<file path="config.mk">
export PLATFORM = sky130hd
export DESIGN_NAME = adc_modulation
export DESIGN_NICKNAME = d
export VERILOG_FILES = /design/src/rtl/adc_modulation.sv
export SDC_FILE = /design/constraint.sdc
export NUM_CORES = 1
export LEC_CHECK = 0
export CORE_MARGIN = 2
export CORE_UTILIZATION = 50
export CTS_BUF_LIST = sky130_fd_sc_hd__clkbuf_8
export CTS_CLUSTER_SIZE = 40
export DETAILED_ROUTE_END_ITERATION = 8
export GPL_TIMING_DRIVEN = 1
export HOLD_SLACK_MARGIN = 0.05
export PLACE_DENSITY = 0.74
export SYNTH_ARGS = -nofsm -noshare
export SYNTH_HDL_FRONTEND = slang
export SYNTH_SLANG_ARGS = --single-unit
</file>
<file path="constraint.sdc">
create_clock -name clk -period 5 [get_ports clk]
set_input_delay 1 -clock clk [delete_from_list [all_inputs] [get_ports clk]]
set_output_delay 1 -clock clk [all_outputs]
set_load 0.02 [all_outputs]
</file>
<file path="src/rtl/adc_modulation.sv">
// -----------------------------------------------------------------------------
// adc_modulation
// Multislope run-up ADC controller. A rising edge on adc_measure_trig_i while
// idle starts a conversion: integrator reset, signal run-up with per-cycle
// reference steering from the comparator sign, rundown to a comparator
// crossing (or timeout), then publication of the counts and valid.
//
// Ports:
//   clk, reset_n                 clock, asynchronous active-low reset
//   p_clk_count_reset_i          integrator reset length in clocks (0 -> 1)
//   p_clk_count_aperture_i       signal integration length in clocks
//   p_clk_count_cycle_i          run-up cycle length in clocks (0 -> 1)
//   p_clk_count_rundown_max_i    rundown timeout in clocks
//   adc_measure_trig_i           start request (rising edge while idle)
//   cmpr_i                       raw asynchronous comparator, 1 = positive
//   adc_measure_valid_o          result valid / idle level
//   refmux_o                     [0] REF_POS [1] REF_NEG [2] INT_RESET [3] SIG_EN
//   cmpr_latch_o                 1 = comparator held, 0 = transparent
//   count_pos_o / count_neg_o    run-up cycles with REF_POS / REF_NEG applied
//   count_rundown_o              rundown clocks
//   count_sig_o                  signal integration clocks
//   overflow_o                   last rundown timed out
//   monitor_o                    {state[2:0], cmpr_sync}
// -----------------------------------------------------------------------------
module adc_modulation #(
  parameter int CW = 24
) (
  input  logic          clk,
  input  logic          reset_n,
  input  logic [CW-1:0] p_clk_count_reset_i,
  input  logic [CW-1:0] p_clk_count_aperture_i,
  input  logic [CW-1:0] p_clk_count_cycle_i,
  input  logic [CW-1:0] p_clk_count_rundown_max_i,
  input  logic          adc_measure_trig_i,
  input  logic          cmpr_i,
  output logic          adc_measure_valid_o,
  output logic [3:0]    refmux_o,
  output logic          cmpr_latch_o,
  output logic [CW-1:0] count_pos_o,
  output logic [CW-1:0] count_neg_o,
  output logic [CW-1:0] count_rundown_o,
  output logic [CW-1:0] count_sig_o,
  output logic          overflow_o,
  output logic [3:0]    monitor_o
);

  typedef enum logic [2:0] {
    ST_IDLE    = 3'd0,
    ST_RESET   = 3'd1,
    ST_SIG     = 3'd2,
    ST_RUNDOWN = 3'd3,
    ST_DONE    = 3'd4
  } state_t;

  localparam logic [3:0]    REFMUX_RST = 4'b0100;
  localparam logic [3:0]    REFMUX_POS = 4'b0001;
  localparam logic [3:0]    REFMUX_NEG = 4'b0010;
  localparam logic [3:0]    REFMUX_SIG = 4'b1000;
  localparam logic [CW-1:0] CNT_ZERO   = {CW{1'b0}};
  localparam logic [CW-1:0] CNT_ONE    = {{(CW-1){1'b0}}, 1'b1};
  localparam logic [CW-1:0] CNT_MAX    = {CW{1'b1}};

  // Saturating increment used by every counter.
  function automatic logic [CW-1:0] sat_inc(input logic [CW-1:0] v);
    logic [CW-1:0] r;
    if (v == CNT_MAX) begin
      r = v;
    end else begin
      r = v + CNT_ONE;
    end
    return r;
  endfunction

  state_t        r_state;
  logic          r_cmpr_meta;
  logic          r_cmpr_sync;
  logic          r_trig_d;
  logic          r_valid;
  logic [3:0]    r_refmux;
  logic          r_latch;
  logic [CW-1:0] r_phase;
  logic [CW-1:0] r_cnt_pos;
  logic [CW-1:0] r_cnt_neg;
  logic [CW-1:0] r_cnt_sig;
  logic [CW-1:0] r_cnt_rd;
  logic          r_rd_dir;
  logic          r_ovf_int;
  logic [CW-1:0] r_out_pos;
  logic [CW-1:0] r_out_neg;
  logic [CW-1:0] r_out_rd;
  logic [CW-1:0] r_out_sig;
  logic          r_out_ovf;

  logic [CW-1:0] w_reset_len;
  logic [CW-1:0] w_cycle_len;
  logic [CW-1:0] w_phase_next;
  logic [CW-1:0] w_sig_next;
  logic [CW-1:0] w_rd_next;
  logic          w_start;
  logic          w_boundary;
  logic          w_sig_exit;
  logic [3:0]    w_dir_mux;

  assign w_reset_len  = (p_clk_count_reset_i == CNT_ZERO) ? CNT_ONE : p_clk_count_reset_i;
  assign w_cycle_len  = (p_clk_count_cycle_i == CNT_ZERO) ? CNT_ONE : p_clk_count_cycle_i;
  // r_phase never exceeds len-1, so this increment cannot wrap.
  assign w_phase_next = r_phase + CNT_ONE;
  assign w_sig_next   = sat_inc(r_cnt_sig);
  assign w_rd_next    = sat_inc(r_cnt_rd);
  assign w_start      = adc_measure_trig_i & ~r_trig_d & (r_state == ST_IDLE);
  assign w_boundary   = (w_phase_next >= w_cycle_len);
  // A saturated signal counter also terminates run-up at the boundary.
  assign w_sig_exit   = (w_sig_next >= p_clk_count_aperture_i) | (w_sig_next == CNT_MAX);
  // Positive integrator is pushed back with the negative reference.
  assign w_dir_mux    = r_cmpr_sync ? REFMUX_NEG : REFMUX_POS;

  assign adc_measure_valid_o = r_valid;
  assign refmux_o            = r_refmux;
  assign cmpr_latch_o        = r_latch;
  assign count_pos_o         = r_out_pos;
  assign count_neg_o         = r_out_neg;
  assign count_rundown_o     = r_out_rd;
  assign count_sig_o         = r_out_sig;
  assign overflow_o          = r_out_ovf;
  assign monitor_o           = {r_state, r_cmpr_sync};

  // Comparator synchronizer and trigger edge history.
  always_ff @(posedge clk or negedge reset_n) begin
    if (!reset_n) begin
      r_cmpr_meta <= 1'b0;
      r_cmpr_sync <= 1'b0;
      // Starts high so a trigger held through reset is not taken as an edge.
      r_trig_d    <= 1'b1;
    end else begin
      r_cmpr_meta <= cmpr_i;
      r_cmpr_sync <= r_cmpr_meta;
      r_trig_d    <= adc_measure_trig_i;
    end
  end

  // Conversion sequencer with registered mux, latch, valid and result outputs.
  always_ff @(posedge clk or negedge reset_n) begin
    if (!reset_n) begin
      r_state   <= ST_IDLE;
      r_valid   <= 1'b1;
      r_refmux  <= REFMUX_RST;
      r_latch   <= 1'b1;
      r_phase   <= CNT_ZERO;
      r_cnt_pos <= CNT_ZERO;
      r_cnt_neg <= CNT_ZERO;
      r_cnt_sig <= CNT_ZERO;
      r_cnt_rd  <= CNT_ZERO;
      r_rd_dir  <= 1'b0;
      r_ovf_int <= 1'b0;
      r_out_pos <= CNT_ZERO;
      r_out_neg <= CNT_ZERO;
      r_out_rd  <= CNT_ZERO;
      r_out_sig <= CNT_ZERO;
      r_out_ovf <= 1'b0;
    end else begin
      case (r_state)
        ST_IDLE: begin
          r_valid  <= 1'b1;
          r_refmux <= REFMUX_RST;
          r_latch  <= 1'b1;
          if (w_start) begin
            r_valid   <= 1'b0;
            r_phase   <= CNT_ZERO;
            r_cnt_pos <= CNT_ZERO;
            r_cnt_neg <= CNT_ZERO;
            r_cnt_sig <= CNT_ZERO;
            r_cnt_rd  <= CNT_ZERO;
            r_ovf_int <= 1'b0;
            r_state   <= ST_RESET;
          end else begin
            r_state <= ST_IDLE;
          end
        end

        ST_RESET: begin
          if (w_phase_next >= w_reset_len) begin
            r_phase <= CNT_ZERO;
            r_latch <= 1'b0;
            if (p_clk_count_aperture_i == CNT_ZERO) begin
              // Zero aperture: skip run-up entirely.
              r_rd_dir <= r_cmpr_sync;
              r_refmux <= w_dir_mux;
              r_state  <= ST_RUNDOWN;
            end else begin
              // First cycle boundary is the entry into run-up.
              r_refmux <= REFMUX_SIG | w_dir_mux;
              if (r_cmpr_sync) begin
                r_cnt_neg <= sat_inc(r_cnt_neg);
              end else begin
                r_cnt_pos <= sat_inc(r_cnt_pos);
              end
              r_state <= ST_SIG;
            end
          end else begin
            r_phase <= w_phase_next;
          end
        end

        ST_SIG: begin
          r_cnt_sig <= w_sig_next;
          if (w_boundary) begin
            r_phase <= CNT_ZERO;
            if (w_sig_exit) begin
              r_rd_dir <= r_cmpr_sync;
              r_refmux <= w_dir_mux;
              r_state  <= ST_RUNDOWN;
            end else begin
              r_refmux <= REFMUX_SIG | w_dir_mux;
              if (r_cmpr_sync) begin
                r_cnt_neg <= sat_inc(r_cnt_neg);
              end else begin
                r_cnt_pos <= sat_inc(r_cnt_pos);
              end
            end
          end else begin
            r_phase <= w_phase_next;
          end
        end

        ST_RUNDOWN: begin
          r_cnt_rd <= w_rd_next;
          if (r_cmpr_sync != r_rd_dir) begin
            r_ovf_int <= 1'b0;
            r_refmux  <= REFMUX_RST;
            r_latch   <= 1'b1;
            r_state   <= ST_DONE;
          end else if (w_rd_next >= p_clk_count_rundown_max_i) begin
            r_ovf_int <= 1'b1;
            r_refmux  <= REFMUX_RST;
            r_latch   <= 1'b1;
            r_state   <= ST_DONE;
          end else begin
            r_state <= ST_RUNDOWN;
          end
        end

        ST_DONE: begin
          r_out_pos <= r_cnt_pos;
          r_out_neg <= r_cnt_neg;
          r_out_rd  <= r_cnt_rd;
          r_out_sig <= r_cnt_sig;
          r_out_ovf <= r_ovf_int;
          r_valid   <= 1'b1;
          r_state   <= ST_IDLE;
        end

        default: begin
          r_refmux <= REFMUX_RST;
          r_latch  <= 1'b1;
          r_valid  <= 1'b1;
          r_state  <= ST_IDLE;
        end
      endcase
    end
  end

endmodule

</file>
## Yosys cells after proc, flatten, opt, wreduce, memory -nomap -nowiden

Cells that the tools add are included.

- Input port bits: 100
- Flip-flop bits (word level): 231
- Output and inout bits: 107
- Word-level logic and storage cells: 125

- Add/sub/neg operators: 5
- Mux-type cells: 54
- Bitwise operators: 6
- Reduce and logical (&&, ||, !) cells: 19
- $lt $le $gt $ge: 4
- Equality and inequality tests: 18

Operators with widths:

| kind | number |
|---|---|
| 2-to-1 mux 24 bit | 19 |
| case mux 24 bit (3 select lines) | 3 |
| adder 24 x 1 -> 24 bit (second input constant) | 5 |
| equality test 24 bit (second input constant) | 5 |
| >= comparator 24 bit | 4 |
| case mux 24 bit (2 select lines) | 2 |
| logical NOT 24 bit | 3 |
| 2-to-1 mux 4 bit | 6 |
| case mux 4 bit (4 select lines) | 1 |
| 2-to-1 mux 3 bit | 5 |
| inequality test 2 bit (second input constant) | 7 |
| 2-to-1 mux 1 bit | 12 |
| case mux 3 bit (4 select lines) | 1 |
| AND reduction 3 bit | 3 |
| equality test 3 x 2 -> 1 bit (second input constant) | 2 |
| case mux 1 bit (2 select lines) | 3 |
| AND reduction 2 bit | 3 |
| AND reduction 6 bit | 1 |
| nonzero test 2 bit | 3 |
| AND reduction 5 bit | 1 |
| AND reduction 4 bit | 1 |
| equality test 3 x 1 -> 1 bit (second input constant) | 1 |
| equality test 3 bit (second input constant) | 1 |
| logical NOT 3 bit | 1 |
| 10 further kinds | 13 |

## Longest topological paths before layout

- Depth in word-level cells: 7
- Depth in mapped cells: 24
- Gate-level depth less buffers: 19

## Worst setup path before layout

Ideal clock, no wire load.

- Path type: register to register
- From: register r_cnt_sig[8]
- To: register r_cnt_pos[15]
- Data arrival time: 3.998 ns
- Required time: 4.858 ns
- Setup slack: 0.860 ns
- Setup time: 0.142 ns
- Stages on the path, launching flop included: 22
- Clock period less this slack: 4.140 ns
- Buffers on the path: 6
- Cell sequence: dfrtp_1 > buf_2 > nand4_2 > or4_1 > buf_2 > or2_0 > buf_2 > and3_1 > clkbuf_1 > and3_1 > xor2_1 > ha_1 > a211oi_1 > o21bai_1 > a21oi_1 > o211ai_1 > o21ai_0 > nand3_2 > buf_4 > buf_6 > o21ai_1 > o41ai_2

- Cells in the longest elaborated chain, start to end: 6
- Elaborated cells between the ends (all ways): 8
- Classes of those cells: add/sub: 1; order compare: 1; eq/ne: 3; mux: 1; bitwise: 1; reduce/logical: 1

Ends and longest elaborated chain:

| what | RTL line | text |
|---|---|---|
| start, declared | 84 | `logic [CW-1:0] r_cnt_sig;` |
| start signal, assigned | 205 | `r_cnt_sig <= w_sig_next;` |
| adder 24 x 1 -> 24 bit / equality test 24 bit (equally long branches) | 69, 66 |  |
| 2-to-1 mux 24 bit * | 66 | `if (v == CNT_MAX) begin` |
| >= comparator 24 bit / equality test 24 bit (equally long branches) | 113 | `assign w_sig_exit = (w_sig_next >= p_clk_count_aperture_i) \| (w_sig_next == CNT_MAX);` |
| OR 1 bit * | 113 |  |
| inequality test 2 bit (no source line) * | -- |  |
| AND reduction 6 bit (no source line) * | -- |  |
| end signal, assigned | 195 | `r_cnt_pos <= sat_inc(r_cnt_pos);` |
| end signal, assigned | 217 | `r_cnt_pos <= sat_inc(r_cnt_pos);` |
| end, declared | 82 | `logic [CW-1:0] r_cnt_pos;` |

Mark *: on every way between the ends. The rest lies on a longest branch, timed or not.
A chain may end at the register's enable or synchronous reset.

## Worst setup path in the final report

- From: register r_cnt_sig[23]
- To: register r_cnt_pos[1]

Same word-level chain as after synthesis.

==> results.cfg <==
[clock_network]
path_clk_slew_ns = 0.06
clk_path_buf_depth = 3
clk_latency_ns = 0.56
cts_sinks = 231
ctsHoldBuffers = 0
cts_tree = yes
root_buffer = clkbuf_8
ctsHtreeMaxLevel = 2
cts-buffers-inserted = 42

[worst_hold_path]
hold_path.class = register to register
hp-start = r_cmpr_meta$_DFF_PN0_

[route]
wl_per_cell_um = 17.93
wl_um = 37750
dr.pass1.iters = 6
vias = 12270
first_iter_violations = 880
vias_per_cell = 5.830
ant_nets = 0
drcViolationCount = 0

[synthesis]
synth_edf_count = 0
synth_top_area_share_pct = 39.72
synth-seq-area-share_pct = 40.45
synth.largest_area_cell = dfrtp_1
yosysWarnings = 0
syn-num-nets = 1696
syn_inst = 1495
synth.area.top_cells = dfrtp_1 (40%), ha_1 (8.8%), mux2_2 (7.6%), o21ai_0 (3.6%), nand2_1 (3.1%)
ys_async_sr_fraction_pct = 100.0
syn_avg_cell_area_um2 = 9.566
synth_cell_types = 69
ys_ff_latch = 231
netlist_area_mm2 = 0.01430
synth-main-ff-cell = dfrtp_1

[setup_path]
path_class = register to register
critPathCaptureType = register
cpLargestDelayFamily = simple AND/OR/NAND/NOR gates
critPathMaxStageDelay_ns = 0.62
crit_path_cell_trace = nand4_1 > or4_1 > or2_0 > and3_1 > and3_1 > xor2_1 > ha_1 > a211oi_1 > o21bai_1 > a21oi_1 > o211ai_1 > o21ai_0 > buf_4 > nand3_2 > buf_4 > o21ai_0 > o31ai_1
path_buf_inv = 2
cp_slowest_cell = or4_1
path_max_fanout = 19
rr_startpoint = r_cnt_sig[23]$_DFFE_PN0P_
crit_required_ns = 5.38
crit_start = r_cnt_sig[23]$_DFFE_PN0P_
crit_arrival_ns = 5.03
start_kind = register

[power]
p_comb_share_pct = 36.6
netSwitchingPower_mw = 2.400
p_seq_share_pct = 35.5
p_clk_share_pct = 27.9
power_density_mw_per_mm2 = 358.1
internal_power_mw = 3.895
switching_share_pct = 38.12
p_leak_nw = 8.470
peakVddDrop_v = 0.0002472
power_mw = 6.295

[grt]
grt_max_degree = 104
grt_overflow_total = 0
antenna_found_initial = 0
grt_pass1_wl_um = 62980
met1_usage_pct = 35.30
grt_pass1_vias = 12200
met2_usage_pct = 40.78
grt_use_total_pct = 25.21
busiest_layer = met2
grt.met3_usage_pct = 4.134

[layout]
layout_common_cells = dfrtp_1 (227), clkdlybuf4s50_1 (205), inv_1 (128), nand2_1 (116), o21ai_0 (104)
final_nets = 1896
diodes = 0
mostFrequentLayoutCell = dfrtp_1
final_util_pct = 62.75
final_cells = 2105
drive_gt1_share_pct = 14.13
finalInstanceArea_mm2 = 0.01758
area_growth_pct = 22.90

[place]
dp_hpwl_um = 27770
dpl.cell_count = 2029
place_area_mm2 = 0.01672
port-buffer-count = 206
place_congestion = 0.9044
place_ws_ns = 0.3685

[sta]
setup_ws_ns = 0.3497
tightest_slew_ns = 1.061
report.final.slew_viol_count = 0
maxSlewHeadroom_pct = 29.01
rsz0062_at_grt = no
hold_viol_final = 0
skew_ns = 0.03640
finalSetupTns_ns = 0
setup_violations = 0
holdWs_ns = 0.3476
period_needed_ns = 4.650
finalCritPeriodShare_pct = 93.01
max_freq_mhz = 215.0

[die]
die_area_mm2 = 0.02997
pin_count = 207
die_h_um = 173.1
die_w_um = 173.1
coreArea_mm2 = 0.02801
rows = 61
start_util_pct = 51.06

[outcome]
status = finished clean

[job]
max_cap_violations = 0
[synthesized netlist by cell type (18+ instances only)]
library cell,count
clkbuf_1,46
dfrtp_1,227
xor2_1,33
nand4_1,34
nor4_1,26
a21o_1,20
a22o_1,30
xnor2_1,31
and3_1,34
nor2_1,86
inv_1,114
o31ai_1,18
nand3_1,66
ha_1,101
mux2_2,97
a21oi_1,51
o21ai_0,104
nand2_1,117
nor3_1,23
o31ai_2,22
o21ai_1,28
[registers in the layout (all words and copies together) (netlist names), 24 cells and up]
name / count
count_neg_o: 24
count_pos_o: 24
count_rundown_o: 24
count_sig_o: 24
r_cnt_neg: 24
r_cnt_pos: 24
r_cnt_rd: 24
r_cnt_sig: 24
r_phase: 24
[power by group through the flow]
stage          clock network (mW)  registers [mW]  logic (mW)
2_1_floorplan                   0            2.34        1.41
3_3_place_gp                    0            2.25        2.25
3_5_place_dp                    0            2.26        2.30
4_1_cts                      1.81            2.23        2.31
5_1_grt                      1.89            2.26        2.54
6_report                     1.76            2.24        2.30
[timing repair]
item,in CTS,in global routing
setup buffers,0,0
gates resized for setup,0,5
setup endpoints to repair,0,46
[metal layers]
layer	vias up	share of wire, %
met5	-	0
met3	50	5.5
met2	375	46
met1	6031	46
li1	5816	-
met4	0	1.8
[final cells by class]
| type | instances | area, um^2 |
|---|---|---|
| Timing Repair Buffer | 238 | 2332 |
| Tap cell | 378 | 473.0 |
| Multi-Input combinational cell | 1068 | 7721 |
| Clock inverter | 24 | 121.4 |
| Fill cell | 2359 | 10430 |
| Inverter | 114 | 427.9 |
| Sequential cell | 231 | 5786 |
| Clock buffer | 52 | 715.7 |
[worst paths after layout]
kind                                             end  slack, ns  cells after the start
max in group asynchronous  r_cnt_sig[13]$_DFFE_PN0P_       3.48                      2
hold / removal                 r_cmpr_sync$_DFF_PN0_       0.35                      0
setup / recovery            r_cnt_pos[1]$_DFFE_PN0P_       0.35                     17
hold reg to reg                r_cmpr_sync$_DFF_PN0_       0.35                      0
setup reg to reg            r_cnt_pos[1]$_DFFE_PN0P_       0.35                     17
min in group asynchronous  r_cnt_sig[22]$_DFFE_PN0P_       0.47                      1
[worst register-to-register path, stage by stage, from the launching register on]
cell and delay [ns]:
dfrtp_1 0.60, nand4_1 0.25, or4_1 0.62, or2_0 0.29
and3_1 0.21, and3_1 0.21, xor2_1 0.23, ha_1 0.31
a211oi_1 0.27, o21bai_1 0.11, a21oi_1 0.20, o211ai_1 0.13
o21ai_0 0.17, buf_4 0.17, nand3_2 0.14, buf_4 0.24
o21ai_0 0.23, o31ai_1 0.11
[cells by family after synthesis]
group / count (synthesis) / share of synthesized area [%]
muxes: 98 / 7.717
adders and majority gates: 101 / 8.836
and+or+nand+nor: 445 / 15.68
DFF: 231 / 40.45
xor gates and xnor gates: 65 / 4.033
AOI/OAI and AO/OA: 359 / 17.53
buffers and inverters: 196 / 5.748
No activity file was read; power rests on OpenSTA's default activity.
